<file path="config.mk">
export PLATFORM = sky130hd
export DESIGN_NAME = sha3_msg_packer
export DESIGN_NICKNAME = d
export VERILOG_FILES = /design/src/rtl/sha3_msg_packer.sv
export SDC_FILE = /design/constraint.sdc
export NUM_CORES = 1
export LEC_CHECK = 0
export CAP_MARGIN = 10
export CORE_ASPECT_RATIO = 0.5
export CORE_MARGIN = 2
export CORE_UTILIZATION = 40
export DETAILED_ROUTE_END_ITERATION = 8
export PLACE_DENSITY = 0.72
export SETUP_SLACK_MARGIN = 0.15
export SLEW_MARGIN = 0
export SYNTH_ARGS = -nofsm -noshare
export SYNTH_HDL_FRONTEND = slang
export SYNTH_SLANG_ARGS = --single-unit
</file>
<file path="constraint.sdc">
create_clock -name clk -period 1.45 [get_ports clk]
set_input_delay 0.2175 -clock clk [delete_from_list [all_inputs] [get_ports clk]]
set_output_delay 0.2175 -clock clk [all_outputs]
set_load 0.1 [all_outputs]
</file>
<file path="src/rtl/sha3_msg_packer.sv">
// sha3_msg_packer: packs W-bit message words MSB-first into one N-bit block for the sha3 core.
// Optional SHA3_PACK_PREFILL_EN adds a shadow buffer that collects the next block during REQ/HOLD.
module sha3_msg_packer #(
    parameter int N = 128,
    parameter int W = 32
) (
    input  logic         clk,
    input  logic         rst_n,
    input  logic [W-1:0] s_data,
    input  logic         s_valid,
    input  logic         s_last,
    output logic         s_ready,
    output logic [N-1:0] md_in,
    output logic         req_valid,
    input  logic         req_ready,
    input  logic         res_valid,
    input  logic         res_ready,
    output logic         len_err,
    output logic [15:0]  blk_cnt
);
    localparam int K  = N / W;
    localparam int IW = (K > 1) ? $clog2(K) : 1;
    localparam logic [IW-1:0] LAST_IDX = IW'(K - 1);

    typedef enum logic [1:0] {FILL, REQ, HOLD} state_t;

    state_t        state, state_n;
    logic [IW-1:0] idx, idx_n, widx;
    logic [N-1:0]  md_n;
    logic          s_ready_n, req_valid_n, len_err_n;
    logic [15:0]   blk_cnt_n;
    logic          take, close, err, done;

`ifdef SHA3_PACK_PREFILL_EN
    logic [N-1:0]  sh, sh_n;
    logic [IW-1:0] sh_idx, sh_idx_n;
    logic          sh_closed, sh_closed_n, sh_err, sh_err_n;
    assign widx = (state == FILL) ? idx : sh_idx;
`else
    assign widx = idx;
`endif

    assign take  = s_valid && s_ready;
    assign close = take && (s_last || widx == LAST_IDX);
    // Only an s_last landing exactly on the final slot forms a well-sized block.
    assign err   = close && !(s_last && widx == LAST_IDX);
    assign done  = res_valid && res_ready;

    always_comb begin
        state_n     = state;
        idx_n       = idx;
        md_n        = md_in;
        s_ready_n   = s_ready;
        req_valid_n = req_valid;
        len_err_n   = 1'b0;
        blk_cnt_n   = blk_cnt;
`ifdef SHA3_PACK_PREFILL_EN
        sh_n        = sh;
        sh_idx_n    = sh_idx;
        sh_closed_n = sh_closed;
        sh_err_n    = sh_err;
        if (take && state != FILL) begin
            sh_n[N-1-int'(sh_idx)*W -: W] = s_data;
            sh_idx_n    = close ? '0 : sh_idx + IW'(1);
            sh_closed_n = close;
            sh_err_n    = err;
        end
`endif
        unique case (state)
            FILL: begin
                s_ready_n = 1'b1;
                if (take) begin
                    md_n[N-1-int'(idx)*W -: W] = s_data;
                    idx_n = idx + IW'(1);
                end
                if (close) begin
                    idx_n       = '0;
                    state_n     = REQ;
                    req_valid_n = 1'b1;
                    len_err_n   = err;
`ifdef SHA3_PACK_PREFILL_EN
                    s_ready_n   = 1'b1;
`else
                    s_ready_n   = 1'b0;
`endif
                end
            end
            REQ: begin
                if (req_ready) begin
                    req_valid_n = 1'b0;
                    state_n     = HOLD;
                end
            end
            HOLD: begin
                if (done) begin
                    blk_cnt_n = blk_cnt + 16'd1;
                    s_ready_n = 1'b1;
`ifdef SHA3_PACK_PREFILL_EN
                    // The shadow image includes any word accepted on this same edge.
                    md_n = sh_n;
                    if (sh_closed_n) begin
                        state_n     = REQ;
                        req_valid_n = 1'b1;
                        len_err_n   = sh_err_n;
                        idx_n       = '0;
                    end else begin
                        state_n = FILL;
                        idx_n   = sh_idx_n;
                    end
                    sh_n        = '0;
                    sh_idx_n    = '0;
                    sh_closed_n = 1'b0;
                    sh_err_n    = 1'b0;
`else
                    md_n    = '0;
                    idx_n   = '0;
                    state_n = FILL;
`endif
                end
            end
            default: state_n = FILL;
        endcase
`ifdef SHA3_PACK_PREFILL_EN
        if (state != FILL && !(state == HOLD && done))
            s_ready_n = !sh_closed_n;
`endif
    end

    always_ff @(posedge clk) begin
        if (!rst_n) begin
            state     <= FILL;
            idx       <= '0;
            md_in     <= '0;
            s_ready   <= 1'b0;
            req_valid <= 1'b0;
            len_err   <= 1'b0;
            blk_cnt   <= '0;
`ifdef SHA3_PACK_PREFILL_EN
            sh        <= '0;
            sh_idx    <= '0;
            sh_closed <= 1'b0;
            sh_err    <= 1'b0;
`endif
        end else begin
            state     <= state_n;
            idx       <= idx_n;
            md_in     <= md_n;
            s_ready   <= s_ready_n;
            req_valid <= req_valid_n;
            len_err   <= len_err_n;
            blk_cnt   <= blk_cnt_n;
`ifdef SHA3_PACK_PREFILL_EN
            sh        <= sh_n;
            sh_idx    <= sh_idx_n;
            sh_closed <= sh_closed_n;
            sh_err    <= sh_err_n;
`endif
        end
    end
endmodule

</file>
Word-level counts from Yosys, hierarchy flattened --
Index checks and enable logic that the tools add are counted.
Storage, ports and cells: output and inout port bits 147, word-level logic and storage cells 55, bits in registers 151, input bits 39
Operators by class: add/subtract/negate cells 4, reduce and logical (&&, ||, !) cells 17, muxes and demuxes 17, shift-type cells 2, equal/unequal tests 8
Operators by type and width (count):
- 2-to-1 mux 128 bit | 2
- case mux 128 bit (2 select lines) | 1
- variable shift 32 x 33 -> 159 bit (first input constant) | 1
- indexed part select 32 x 33 -> 159 bit | 1
- bitwise mux 128 bit | 1
- negation 8 -> 33 bit | 1
- adder 16 x 1 -> 16 bit (second input constant) | 1
- AND reduction 3 bit | 5
- 2-to-1 mux 2 bit | 5
- inequality test 2 bit (second input constant) | 4
- subtractor 7 x 7 -> 8 bit (first input constant) | 1
- case mux 2 bit (3 select lines) | 1
- logical AND 1 bit | 5
- == test 2 bit (second input constant) | 2
- 2-to-1 mux 1 bit | 4
- case mux 1 bit (2 select lines) | 2
- case mux 2 bit (2 select lines) | 1
- AND reduction 2 bit | 2
- nonzero test 2 bit | 2
- inequality test 3 bit (second input constant) | 1
- adder 2 x 1 -> 2 bit (second input constant) | 1
- == test 2 x 1 -> 1 bit (second input constant) | 1
- logical NOT 2 bit | 1
- logical NOT 1 bit | 1
- logical OR 1 bit | 1

Logic depth before layout (Yosys ltp) --
word-level depth 6, mapped depth 7, depth with buffers taken out 5

Worst setup path before layout --
No wires, ideal clock.
kind reg2reg, start register s_ready, end register md_in[12], buffers on the path 2, stages on the path, launching flop included 7, arrival time 2.052 ns, library setup time 0.116 ns, setup slack -0.718 ns, path through dfxtp_1 and3b_1 buf_6 o221ai_4 clkbuf_1 and3_1 a41o_1
On the way: word-level cells in the longest chain between the ends 3
RTL lines:
- start, declared | RTL line 12 | output logic s_ready,
- start signal, assigned | RTL line 148 | s_ready <= s_ready_n;
- logical AND 1 bit | RTL line 43 | assign take = s_valid && s_ready;
- inequality test 2 bit (no source line)
- AND reduction 3 bit (no source line)
- end signal, assigned | RTL line 147 | md_in <= md_n;
- end, declared | RTL line 13 | output logic [N-1:0] md_in,
No other way between the ends. A chain may end at the register's enable or synchronous reset.

Worst setup path in the final report --
start register state[1], end register md_in[124]
On the way: word-level cells in the longest chain between the ends 3
RTL lines:
- start, declared | RTL line 27 | state_t state, state_n;
- start signal, assigned | RTL line 145 | state <= state_n;
- == test 2 bit / logical NOT 2 bit (equally long branches) | RTL line 69 | unique case (state)
- inequality test 2 bit (no source line) / nonzero test 2 bit (equally long branches)
- AND reduction 3 bit (no source line)
Parallel ways exist; a longest one is shown, timed or not.

==> impl_metrics.prom <==
# TYPE chip_impl_metric gauge
chip_impl_metric{name="cp_num_buf_inv",unit=""} 4
chip_impl_metric{name="power.share.combinational",unit=""} 0.173
chip_impl_metric{name="globalRouteOverflowTotal",unit=""} 0
chip_impl_metric{name="wire_per_inst",unit="µm"} 24.1
chip_impl_info{name="critical_path.endpoint_type",value="register"} 1
chip_impl_metric{name="fp.dieH",unit="µm"} 92.5
chip_impl_metric{name="power.ir.vdd_worst",unit="V"} 0.00100
chip_impl_metric{name="via_per_inst",unit=""} 6.14
chip_impl_metric{name="layout_area_growth_over_synthesis",unit="%"} 93.5
chip_impl_info{name="yosys_most_used_dff",value="sky130_fd_sc_hd__dfxtp_1"} 1
chip_impl_metric{name="p_clk_frac",unit=""} 0.418
chip_impl_metric{name="worst_case_register_to_register_setup_slack",unit="ps"} -200
chip_impl_info{name="r2r-start",value="state[1]"} 1
chip_impl_metric{name="cp_max_fo",unit=""} 8
chip_impl_metric{name="syn-mean-instance-area",unit="µm²"} 9.45
chip_impl_metric{name="die_footprint",unit="µm²"} 16700
chip_impl_metric{name="cts.reportedPaths.clkPinSlew",unit="ps"} 70
chip_impl_metric{name="dpl_worst_slack",unit="ps"} -643
chip_impl_metric{name="antenna_found_initial",unit=""} 0
chip_impl_metric{name="routed_wl",unit="µm"} 26400
chip_impl_metric{name="drive_above_1_share",unit=""} 0.494
chip_impl_metric{name="detailroute.via_count",unit=""} 6740
chip_impl_metric{name="placed_cells_incl_taps",unit=""} 1030
chip_impl_metric{name="top_cell_type_s_share_of_synthesized_area",unit=""} 0.483
chip_impl_metric{name="clock_insertion_delay_worst_skew",unit="ps"} 430
chip_impl_info{name="yosys.cell_count.top_type",value="sky130_fd_sc_hd__dfxtp_1"} 1
chip_impl_metric{name="hpwl",unit="µm"} 13800
chip_impl_metric{name="layout_nets",unit=""} 925
chip_impl_metric{name="worst_clock_skew",unit="ps"} 13.4
chip_impl_metric{name="row_count",unit=""} 32
chip_impl_metric{name="synth_cell_type_count",unit=""} 47
chip_impl_info{name="synth_area_leader_cell",value="sky130_fd_sc_hd__dfxtp_1"} 1
chip_impl_metric{name="yosys_reg_bits",unit=""} 151
chip_impl_metric{name="layout_worst_path_cycle_share",unit=""} 1.14
chip_impl_metric{name="finalHoldViolations",unit=""} 0
chip_impl_metric{name="drcViolationCount",unit=""} 0
chip_impl_metric{name="route.antenna.remaining_nets",unit=""} 0
chip_impl_info{name="timing.critical_path.slowest_stage_cell",value="sky130_fd_sc_hd__dfxtp_4"} 1
chip_impl_metric{name="whs_path_depth",unit=""} 3
chip_impl_metric{name="syn_inst",unit=""} 662
chip_impl_metric{name="synth_sequential_area_ratio",unit=""} 0.483
chip_impl_info{name="holdCritStartpoint",value="rst_n"} 1
chip_impl_metric{name="grt_start_max_net_pins",unit=""} 48
chip_impl_metric{name="synthesis_warnings",unit=""} 0
chip_impl_metric{name="antenna-diode-count",unit=""} 0
chip_impl_metric{name="synthesized_netlist_net_count",unit=""} 706
chip_impl_metric{name="h_tree_depth",unit=""} 4
chip_impl_metric{name="final_setup_fails",unit=""} 142
chip_impl_info{name="timing.critical_path.max_delay_family",value="buffers and inverters"} 1
chip_impl_metric{name="detailedRoute.firstIterationViolations",unit=""} 636
chip_impl_metric{name="drv.max_cap_violation_count",unit=""} 0
chip_impl_metric{name="num_io_pins",unit=""} 186
chip_impl_metric{name="global_route_wire_length_before_repair",unit="µm"} 36400
chip_impl_info{name="path_class",value="reg2reg"} 1
chip_impl_metric{name="maxSlewViolCount",unit=""} 0
chip_impl_info{name="synthTopCellsByArea",value="sky130_fd_sc_hd__dfxtp_1, sky130_fd_sc_hd__nand3_1, sky130_fd_sc_hd__a41o_1, sky130_fd_sc_hd__and3_1, sky130_fd_sc_hd__o21ai_0"} 1
chip_impl_metric{name="share_seq_of_total_power",unit=""} 0.409
chip_impl_metric{name="vias_in_the_first_global_route",unit=""} 6327
chip_impl_info{name="cts.root.buffer_cell",value="sky130_fd_sc_hd__clkbuf_16"} 1
chip_impl_info{name="critical_path.cell_chain",value="and3b_2 -> buf_6 -> o221ai_4 -> buf_8 -> buf_12 -> buf_16 -> o21ai_1"} 1
chip_impl_metric{name="floorplan.initialDensity",unit=""} 0.408
chip_impl_metric{name="detail_route.first_pass.iterations",unit=""} 5
chip_impl_metric{name="max-slew-margin-rel",unit=""} 0.791
chip_impl_metric{name="synth_enable_flop_cells",unit=""} 0
chip_impl_metric{name="total_leakage_power",unit="nW"} 5.24
chip_impl_metric{name="clock-sinks",unit=""} 151
chip_impl_info{name="type_of_the_tightest_min_delay_check",value="in2reg"} 1
chip_impl_metric{name="reg2regPathDepth",unit=""} 7
chip_impl_metric{name="power_density",unit="nW/µm²"} 863
chip_impl_metric{name="p_sw_frac",unit=""} 0.305
chip_impl_info{name="r2r-end",value="md_in[124]"} 1
chip_impl_metric{name="total_power",unit="mW"} 10.5
chip_impl_metric{name="final_core_util",unit=""} 0.790
chip_impl_metric{name="data_required_time_of_the_worst_path",unit="ps"} 1800
chip_impl_metric{name="instances_no_fill",unit=""} 1098
chip_impl_metric{name="critical_path_cell_count",unit=""} 7
chip_impl_info{name="violated_checks",value="negative setup slack"} 1
chip_impl_metric{name="numPortBuffers",unit=""} 185
chip_impl_metric{name="share_of_async_settable_or_async_resettable_flops_after_synthesis",unit=""} 0
chip_impl_info{name="rsz_0062_raised_after_global_routing",value="true"} 1
chip_impl_metric{name="worst_slew_pin_slew",unit="ps"} 314
chip_impl_metric{name="placeableCoreArea",unit="µm²"} 15300
chip_impl_info{name="outcome",value="finished, violations left"} 1
chip_impl_metric{name="crit_path_max_incr_delay",unit="ps"} 360
chip_impl_metric{name="switching_power",unit="mW"} 3.19
chip_impl_metric{name="max_freq",unit="MHz"} 605
chip_impl_metric{name="arrival",unit="ps"} 2000
chip_impl_metric{name="routability_cong",unit=""} 0.827
chip_impl_info{name="synth.top_cells.by_count",value="sky130_fd_sc_hd__dfxtp_1, sky130_fd_sc_hd__nand3_1, sky130_fd_sc_hd__a41o_1, sky130_fd_sc_hd__and3_1, sky130_fd_sc_hd__o21ai_0"} 1
chip_impl_metric{name="synthesis.area",unit="µm²"} 6260
chip_impl_info{name="clock_tree_from_tritoncts",value="built"} 1
chip_impl_metric{name="grtUsageTotal",unit=""} 0.280
chip_impl_metric{name="cts.path.max_buffers",unit=""} 2
chip_impl_metric{name="layout_setup_ws",unit="ps"} -203
chip_impl_info{name="holdPathEnd",value="md_in[33]"} 1
chip_impl_metric{name="cts_inserted_buffers",unit=""} 17
chip_impl_info{name="worstSetupStartpointType",value="register"} 1
chip_impl_metric{name="tmin_final",unit="ps"} 1650
chip_impl_metric{name="power_report.internal_total",unit="mW"} 7.27
chip_impl_metric{name="horizontal_die_dimension",unit="µm"} 181
==> metrics by stage <==
step                hold WS (ps)  area [µm²]  TNS (ps)
finish                       260       12100    -18410
global route                 261       12100    -25310
CTS                          224       11500    -15750
detailed placement           484       10500    -81860
global placement             479       10500    -75200
floorplan                    362        6720    -15370
==> power groups by stage <==
stage / Sequential [mW] / Combinational, mW / Clock (mW)
3_5_place_dp: 4.36 / 1.45 / 0
6_report: 4.27 / 1.81 / 4.37
5_1_grt: 4.28 / 1.86 / 4.58
4_1_cts: 4.26 / 1.65 / 4.33
3_3_place_gp: 4.35 / 1.42 / 0
2_1_floorplan: 4.75 / 0.434 / 0
==> cell usage in the layout (no fill, tap or decap), types with 4 or more instances in the layout <==
| master | instances |
|---|---|
| sky130_fd_sc_hd__buf_12 | 168 |
| sky130_fd_sc_hd__dfxtp_1 | 126 |
| sky130_fd_sc_hd__nand3_1 | 69 |
| sky130_fd_sc_hd__a41o_1 | 65 |
| sky130_fd_sc_hd__and3_1 | 62 |
| sky130_fd_sc_hd__nand3_2 | 61 |
| sky130_fd_sc_hd__o21ai_2 | 40 |
| sky130_fd_sc_hd__clkdlybuf4s50_1 | 37 |
| sky130_fd_sc_hd__buf_4 | 33 |
| sky130_fd_sc_hd__o21ai_1 | 27 |
| sky130_fd_sc_hd__clkbuf_16 | 25 |
| sky130_fd_sc_hd__buf_6 | 19 |
| sky130_fd_sc_hd__dfxtp_4 | 18 |
| sky130_fd_sc_hd__and2_1 | 11 |
| sky130_fd_sc_hd__nand2_1 | 8 |
| sky130_fd_sc_hd__buf_16 | 8 |
| sky130_fd_sc_hd__xnor2_1 | 7 |
| sky130_fd_sc_hd__dfxtp_2 | 7 |
| sky130_fd_sc_hd__nand4_1 | 6 |
| sky130_fd_sc_hd__clkinvlp_4 | 6 |
| sky130_fd_sc_hd__nor2_2 | 5 |
| sky130_fd_sc_hd__nand3_4 | 5 |
| sky130_fd_sc_hd__inv_6 | 5 |
| sky130_fd_sc_hd__a21boi_1 | 4 |
==> layer usage <==
metal | wire [µm] | track usage | vias up
li1 | - | - | 2940
met4 | 962 | 0.0961 | 0
met5 | 0 | 0 | -
met3 | 2010 | 0.0645 | 81
met1 | 10500 | 0.351 | 3361
met2 | 12900 | 0.475 | 358
==> kinds of logic (layout without fill, tap and decap cells) <==
| group | after synthesis | count (layout) | synth area share |
|---|---|---|---|
| AOI/OAI and AO/OA | 154 | 154 | 0.194 |
| adders and majority gates | 5 | 5 | 0.0100 |
| and+or+nand+nor | 260 | 260 | 0.236 |
| muxes | 1 | 1 | 0.00180 |
| DFF | 151 | 151 | 0.483 |
| xor gates and xnor gates | 11 | 11 | 0.0154 |
| buffers and inverters | 80 | 312 | 0.0598 |
==> layout make-up <==
class                   instances  area [µm²]
multi-input cells             431        3520
flip-flops and latches        151        3100
repair buffers                276        4650
clock inverters                13         109
inverters                       4        15.0
clock buffers                  19         464
well taps                     204         255
fillers                       877        3220
==> worst min-delay path, stage by stage <==
cell	delay, ps
sky130_fd_sc_hd__clkbuf_8	220
sky130_fd_sc_hd__nand3_2	120
sky130_fd_sc_hd__o21ai_1	50
==> timing repair <==
| action | 4_1_cts | 5_1_grt |
|---|---|---|
| cloned | 8 | 7 |
| hold buffers | 0 | 0 |
| buffers inserted | 15 | 6 |
| setup endpoints to repair | 149 | 152 |
| resized for setup | 54 | 82 |
| pin swaps | 40 | 50 |
| hold endpoints to repair | 0 | 0 |
==> worst max-delay path by stage <==
| stage | start | end | slack, ps |
|---|---|---|---|
| final | state[1] | md_in[124] | -200 |
| after global routing | state[1] | md_in[124] | -280 |
| after CTS | state[1] | md_in[46] | -160 |
| after detailed placement | res_valid | md_in[100] | -640 |
| after global placement | res_valid | md_in[17] | -570 |
| after floorplan | s_ready | md_in[86] | -180 |
==> registers in the layout, summed over array words and instances (netlist names) <==
signal,flops
s_ready,1
len_err,1
state,2
idx,2
md_in,128
blk_cnt,16
req_valid,1
No activity file was read; power rests on OpenSTA's default activity.
==> RTL change 1: new RTL, config.mk and constraints unchanged <==
The option `SHA3_PACK_PREFILL_EN` is turned on by a define.
--- a/src/rtl/sha3_msg_packer.sv
+++ b/src/rtl/sha3_msg_packer.sv
@@ -1,5 +1,7 @@
 // sha3_msg_packer: packs W-bit message words MSB-first into one N-bit block for the sha3 core.
 // Optional SHA3_PACK_PREFILL_EN adds a shadow buffer that collects the next block during REQ/HOLD.
+`define SHA3_PACK_PREFILL_EN
+
 module sha3_msg_packer #(
     parameter int N = 128,
     parameter int W = 32
Formal check against the unedited RTL: not equivalent (Yosys sat finds a counterexample within 4 cycles, from zero or initial values and one cycle with rst_n low).
==> RTL change 1 against the unedited design <==
The run ends with design-rule violations, negative setup slack left; area after synthesis grew 100%; sequential power grew 90%; total power grew 74%; wire length grew 100%; sequential cell count rose by 132; cell area is 70% higher; setup slack got worse by 0.23 ns; utilization is 14 points lower.
==> RTL change 1: results <==
placement:
  dp_hpwl_mm: 27.8
  port_buffers: 185
  post-place-cells: 2216
  placed_cell_area_um2: 18100
  gp_congestion: 0.827
min_path:
  hold_depth: 3
  worstHoldStart: "rst_n"
  hold_path_end: "idx[0]"
setup_path:
  r2r-end: "md_in[79]"
  cpMaxStageDelayCell: "dfxtp_4"
  rr_worst_depth: 8
  worst-path-max-fanout: 15
  worst_path_largest_cell_delay_ns: 0.38
  r2r-start: "sh_idx[0]"
  crit_arrival_ns: 2.32
status:
  run_status: "finished, violations left"
  violations: "design-rule violations, negative setup slack"
power:
  ir_drop_uv: 758
  power.leakage_nw: 7.66
global_routing:
  grt_pass1_vias: 12800
  grt_max_degree: 64
  antenna_found_initial: 5
  grt_first_pass_wirelength_mm: 70.1
  grt_use_total_pct: 26.0
detailed_routing:
  via_count: 14700
  highest_layer: "met4"
  met3_length_mm: 6.42
  wl_met2_mm: 24.2
  wl_met1_mm: 20.6
  wire_per_inst_um: 23.2
  viasPerCell: 6.32
  drt_first_iter_violations: 2158
  dr.pass1.iters: 9
  drc: 26
final_layout:
  drive_gt1_share_pct: 32.2
  fillCellCount: 2261
  top_regs: "md_in (128), sh (128), blk_cnt (16)"
  nets: 1922
clock_network:
  clock_latency_ns: 0.57
  cts.path.max_buffers: 3
  htreeDepth: 1
  cts_buffers: 25
sta:
  fin_worst_skew_ns: 0.0106
  tns_ns: -53.77
  setup-violations-final: 282
  worstMarginPinSlew_ns: 0.371
  worst_slack_ns: -0.429
yosys:
  yosysSeqAreaShare_pct: 44.5
  synthTopCellsByCount: "dfxtp_1 (283), nand2_1 (218), a31oi_1 (194)"
  synth_nets: 1646
  async_flop_share_pct: 0
  synth_top_area_share_pct: 44.5
  synthTopCellsByArea: "dfxtp_1 (44%), a31oi_1 (9.5%), nand2_1 (6.4%), and3_1 (6.3%), a21oi_1 (5.5%)"
  syn_avg_cell_area_um2: 7.97
  synth_cell_types: 49
[RTL change 1: changes by cell type after synthesis, moves of 40 or more]
cell      before  now
nand2_1       11  218
a31oi_1        1  194
a21oi_1        2  139
dfxtp_1      151  283
clkbuf_1      37  130
o21ai_0       58  137
a41o_1        65    0
and3_1        65  129
nor2_1         6   46
[RTL change 1: per-layer routing]
metal | vias up | global-route usage, %
met5 | - | 0
met4 | 0 | 11.8
met3 | 307 | 4.62
met2 | 1078 | 42.2
met1 | 6990 | 34.3
li1 | 6332 | -
[RTL change 1: worst max path at each step]
stage	start	endpoint	slack, ns	cells past startpoint
floorplan	s_ready	md_in[13]	-0.25	7
global placement	s_valid	md_in[10]	-0.55	6
detailed placement	s_valid	md_in[70]	-0.56	7
CTS	sh_idx[0]	md_in[28]	-0.26	7
global route	sh_idx[0]	md_in[79]	-0.42	8
finish	sh_idx[0]	md_in[79]	-0.43	8
[RTL change 1: per-stage QoR]
step	setup WS (ns)	hold WS, ns	util, %
detailed placement	-0.565	0.443	57.4
finish	-0.429	0.0283	65.5
CTS	-0.259	0.0158	61.6
floorplan	-0.253	0.432	-
global route	-0.420	0.0336	65.5
global placement	-0.554	0.437	57.4
[RTL change 1: logic make-up (layout without fill, tap and decap cells)]
| family | Yosys count | in the layout | share of synthesized area (%) |
|---|---|---|---|
| xor+xnor | 11 | 11 | 0.756 |
| fa+ha+maj | 9 | 9 | 0.884 |
| mux | 34 | 34 | 2.67 |
| buf+inv | 203 | 497 | 6.56 |
| flops | 283 | 283 | 44.5 |
| compound gates | 520 | 520 | 24.0 |
| simple gates | 538 | 538 | 20.7 |
| other cells | 0 | 3 | 0 |
[RTL change 1: cell type report]
type / count / area [µm²] / area share (%)
Antenna cell: 3 / 7.51 / 0.0364
Clock buffer: 36 / 737 / 3.57
Clock inverter: 9 / 90.1 / 0.436
Inverter: 9 / 33.8 / 0.164
Timing Repair Buffer: 443 / 6430 / 31.1
Tap cell: 432 / 541 / 2.62
Multi-Input combinational cell: 1112 / 7080 / 34.3
Sequential cell: 283 / 5730 / 27.8
[RTL change 1: critical path: cells and delay by family, from the launching register on]
family	cells	cell delay [ns]
compound gates	3	0.53
buf+inv	3	0.51
flops	1	0.38
simple gates	1	0.18
fa+ha+maj	1	0.16
[RTL change 1: what timing repair did]
item	in CTS	in global routing
endpoints found under the setup margin	429	427
gates cloned	6	23
setup buffers	15	19
gates resized for setup	66	107
pin swaps	8	52
endpoints found under the hold margin	0	0
[RTL change 1: power by group]
part,switching (mW),total [mW],internal [mW],leakage [nW]
Combinational,1.98,3.12,1.14,4.95
Sequential,0.201,8.10,7.90,2.30
Clock,3.21,6.95,3.74,0.407
Total,5.39,18.2,12.8,7.66
==> RTL change 2: new RTL, same flow settings <==
Made on the original files. Make the reset (`rst_n`) asynchronous in one clocked block.
--- a/src/rtl/sha3_msg_packer.sv
+++ b/src/rtl/sha3_msg_packer.sv
@@ -126,7 +126,7 @@
 `endif
     end
 
-    always_ff @(posedge clk) begin
+    always_ff @(posedge clk or negedge rst_n) begin
         if (!rst_n) begin
             state     <= FILL;
             idx       <= '0;
Check against the original RTL: differs if rst_n is asserted again (counterexample within 4 cycles, from zero or initial values and one cycle with rst_n low); with rst_n held inactive, the same outputs for 4 cycles.
==> RTL change 2 against the unedited design <==
The run still ends with negative setup slack left; critical path depth did not move; sequential cell count did not move; area after synthesis is 1.7% higher; cell area rose by 2.8%; setup slack worse by 0.10 ns; wire length rose by 12%; hold slack got worse by 0.025 ns; non-clock buffer count rose by 8.
Power is not compared: it rests on default switching activity, and its combinational part moved more than twofold at a synthesized area within 25%.
==> RTL change 2: results <==
status:
  run_status: "finished, violations left"
  violations: "negative setup slack"
detailed_routing:
  wl_met1_mm: 11.1
  wire_per_inst_um: 25.9
  drt_first_iter_violations: 715
  wl_met2_mm: 14.0
  wl_mm: 29.6
  met3_length_mm: 2.86
  viasPerCell: 5.86
global_routing:
  grt_first_pass_wirelength_mm: 33.7
  grt_max_degree: 51
  grt_use_total_pct: 26.1
  antenna_found_initial: 1
  grt_pass1_vias: 6054
yosys:
  async_flop_share_pct: 100
  yosysSeqAreaShare_pct: 59.4
  synthTopCellsByCount: "nand2_1 (268), dfrtp_1 (151), o21ai_0 (87)"
  synth_warnings: 0
  synth_nets: 711
  synth_flop_cell: "dfrtp_1"
  synth_cell_types: 33
  synthTopCellsByArea: "dfrtp_1 (59%), nand2_1 (16%), o21ai_0 (6.8%), o21ai_1 (3.5%), o221ai_4 (1.7%)"
  syn-instance-count: 667
setup_path:
  cpMaxStageDelayCell: "dfrtp_4"
  crit_family: "flip-flops"
  worst_path_largest_cell_delay_ns: 0.50
  worst-path-max-fanout: 13
  crit_arrival_ns: 2.08
clock_network:
  cts.path.max_buffers: 2
  clkTransAtPathRegs_ns: 0.07
  cts-root-buf: "clkbuf_16"
  htreeDepth: 4
  clock_latency_ns: 0.43
final_layout:
  antenna_cells: 0
  fillCellCount: 714
  nets: 971
  top_regs: "md_in (128), blk_cnt (16)"
  drive_gt1_share_pct: 46.1
sta:
  worstMarginPinSlew_ns: 0.433
  fin_worst_skew_ns: 0.0101
  worst_slack_ns: -0.306
  tns_ns: -27.87
  setup-violations-final: 148
min_path:
  hold_class: "in2async"
placement:
  gp_congestion: 0.808
  post-place-cells: 1048
  port_buffers: 185
  dp_hpwl_mm: 13.3
flow_run:
  cap_viol_max_count: 0
power:
  sw_frac_of_total_pct: 52.2
==> RTL change 2: cell types whose count changed in the layout (fill, tap and decap cells not counted), sizes merged, moves of 6 or more <==
| cell | delta |
|---|---|
| o21ai | +60 |
| dfrtp | +151 |
| nand2 | +257 |
| and2 | -11 |
| clkbuf | +7 |
| nand3 | -128 |
| a21boi | -6 |
| dfxtp | -151 |
| a41o | -65 |
| and3 | -60 |
==> RTL change 2: routing by layer <==
metal	track usage, %	vias up
met5	0	-
met3	4.83	140
met2	45.0	464
met1	33.1	3393
li1	-	2710
met4	10.0	0
==> RTL change 2: repair_timing <==
action | CTS | global route
hold endpoints to repair | 92 | 0
resized for setup | 65 | 199
hold buffers | 1 | 0
setup buffers | 17 | 15
pin swaps | 15 | 41
setup endpoints to repair | 157 | 161
cloned | 6 | 25
==> RTL change 2: path summary, 6_finish.rpt <==
| kind | start | slack, ns | depth (start not counted) | to |
|---|---|---|---|---|
| min in group clk | req_ready | 0.41 | 3 | state[1] |
| worst min-delay path | rst_n | 0.24 | 2 | req_valid |
| worst max register to register | s_ready | -0.31 | 7 | md_in[123] |
| worst min register to register | blk_cnt[14] | 0.53 | 1 | blk_cnt[14] |
| max in group asynchronous | rst_n | 0.60 | 3 | md_in[18] |
| worst max-delay path | s_ready | -0.31 | 7 | md_in[123] |
==> RTL change 2: power by group through the flow <==
stage                     clock network [mW]  registers (mW)  logic, mW
final                                   4.45            7.04       20.7
after detailed placement                   0            6.84       17.0
after floorplan                            0            14.3       2.55
after global routing                    4.66            7.14       21.1
after CTS                               4.34            6.79       17.9
after global placement                     0            6.78       16.7
==> RTL change 2: final cells by class <==
cell class | instances | area share [%]
well taps | 204 | 2.05
flip-flops and latches | 151 | 30.7
repair buffers | 284 | 39.2
clock inverters | 15 | 1.14
clock buffers | 17 | 3.42
multi-input cells | 468 | 23.3
inverters | 5 | 0.151
==> RTL change 2: worst reg2reg max path, cell delays in order (launching register included) <==
cell and delay (ns):
dfrtp_4 0.50, and3b_2 0.23, buf_12 0.15, o221ai_4 0.18, buf_12 0.19, buf_16 0.17
nand2_1 0.09, o21ai_1 0.15
==> RTL change 2: cells by family after synthesis <==
kind of cell    synth area share, %
compound gates                 12.4
xor+xnor                       2.06
fa+ha+maj                     0.983
buf+inv                        4.23
flops                          59.4
mux                           0.315
simple gates                   20.6
==> RTL change 2: per-stage QoR <==
stage                     hold WS [ns]  cell area (µm²)  worst slack [ns]
after floorplan                -0.0781             6510            -0.175
after global placement           0.107            10200            -0.283
after detailed placement         0.112            10200            -0.328
after CTS                        0.232            11200            -0.153
after global routing             0.249            12500            -0.308
final                            0.235            12500            -0.306
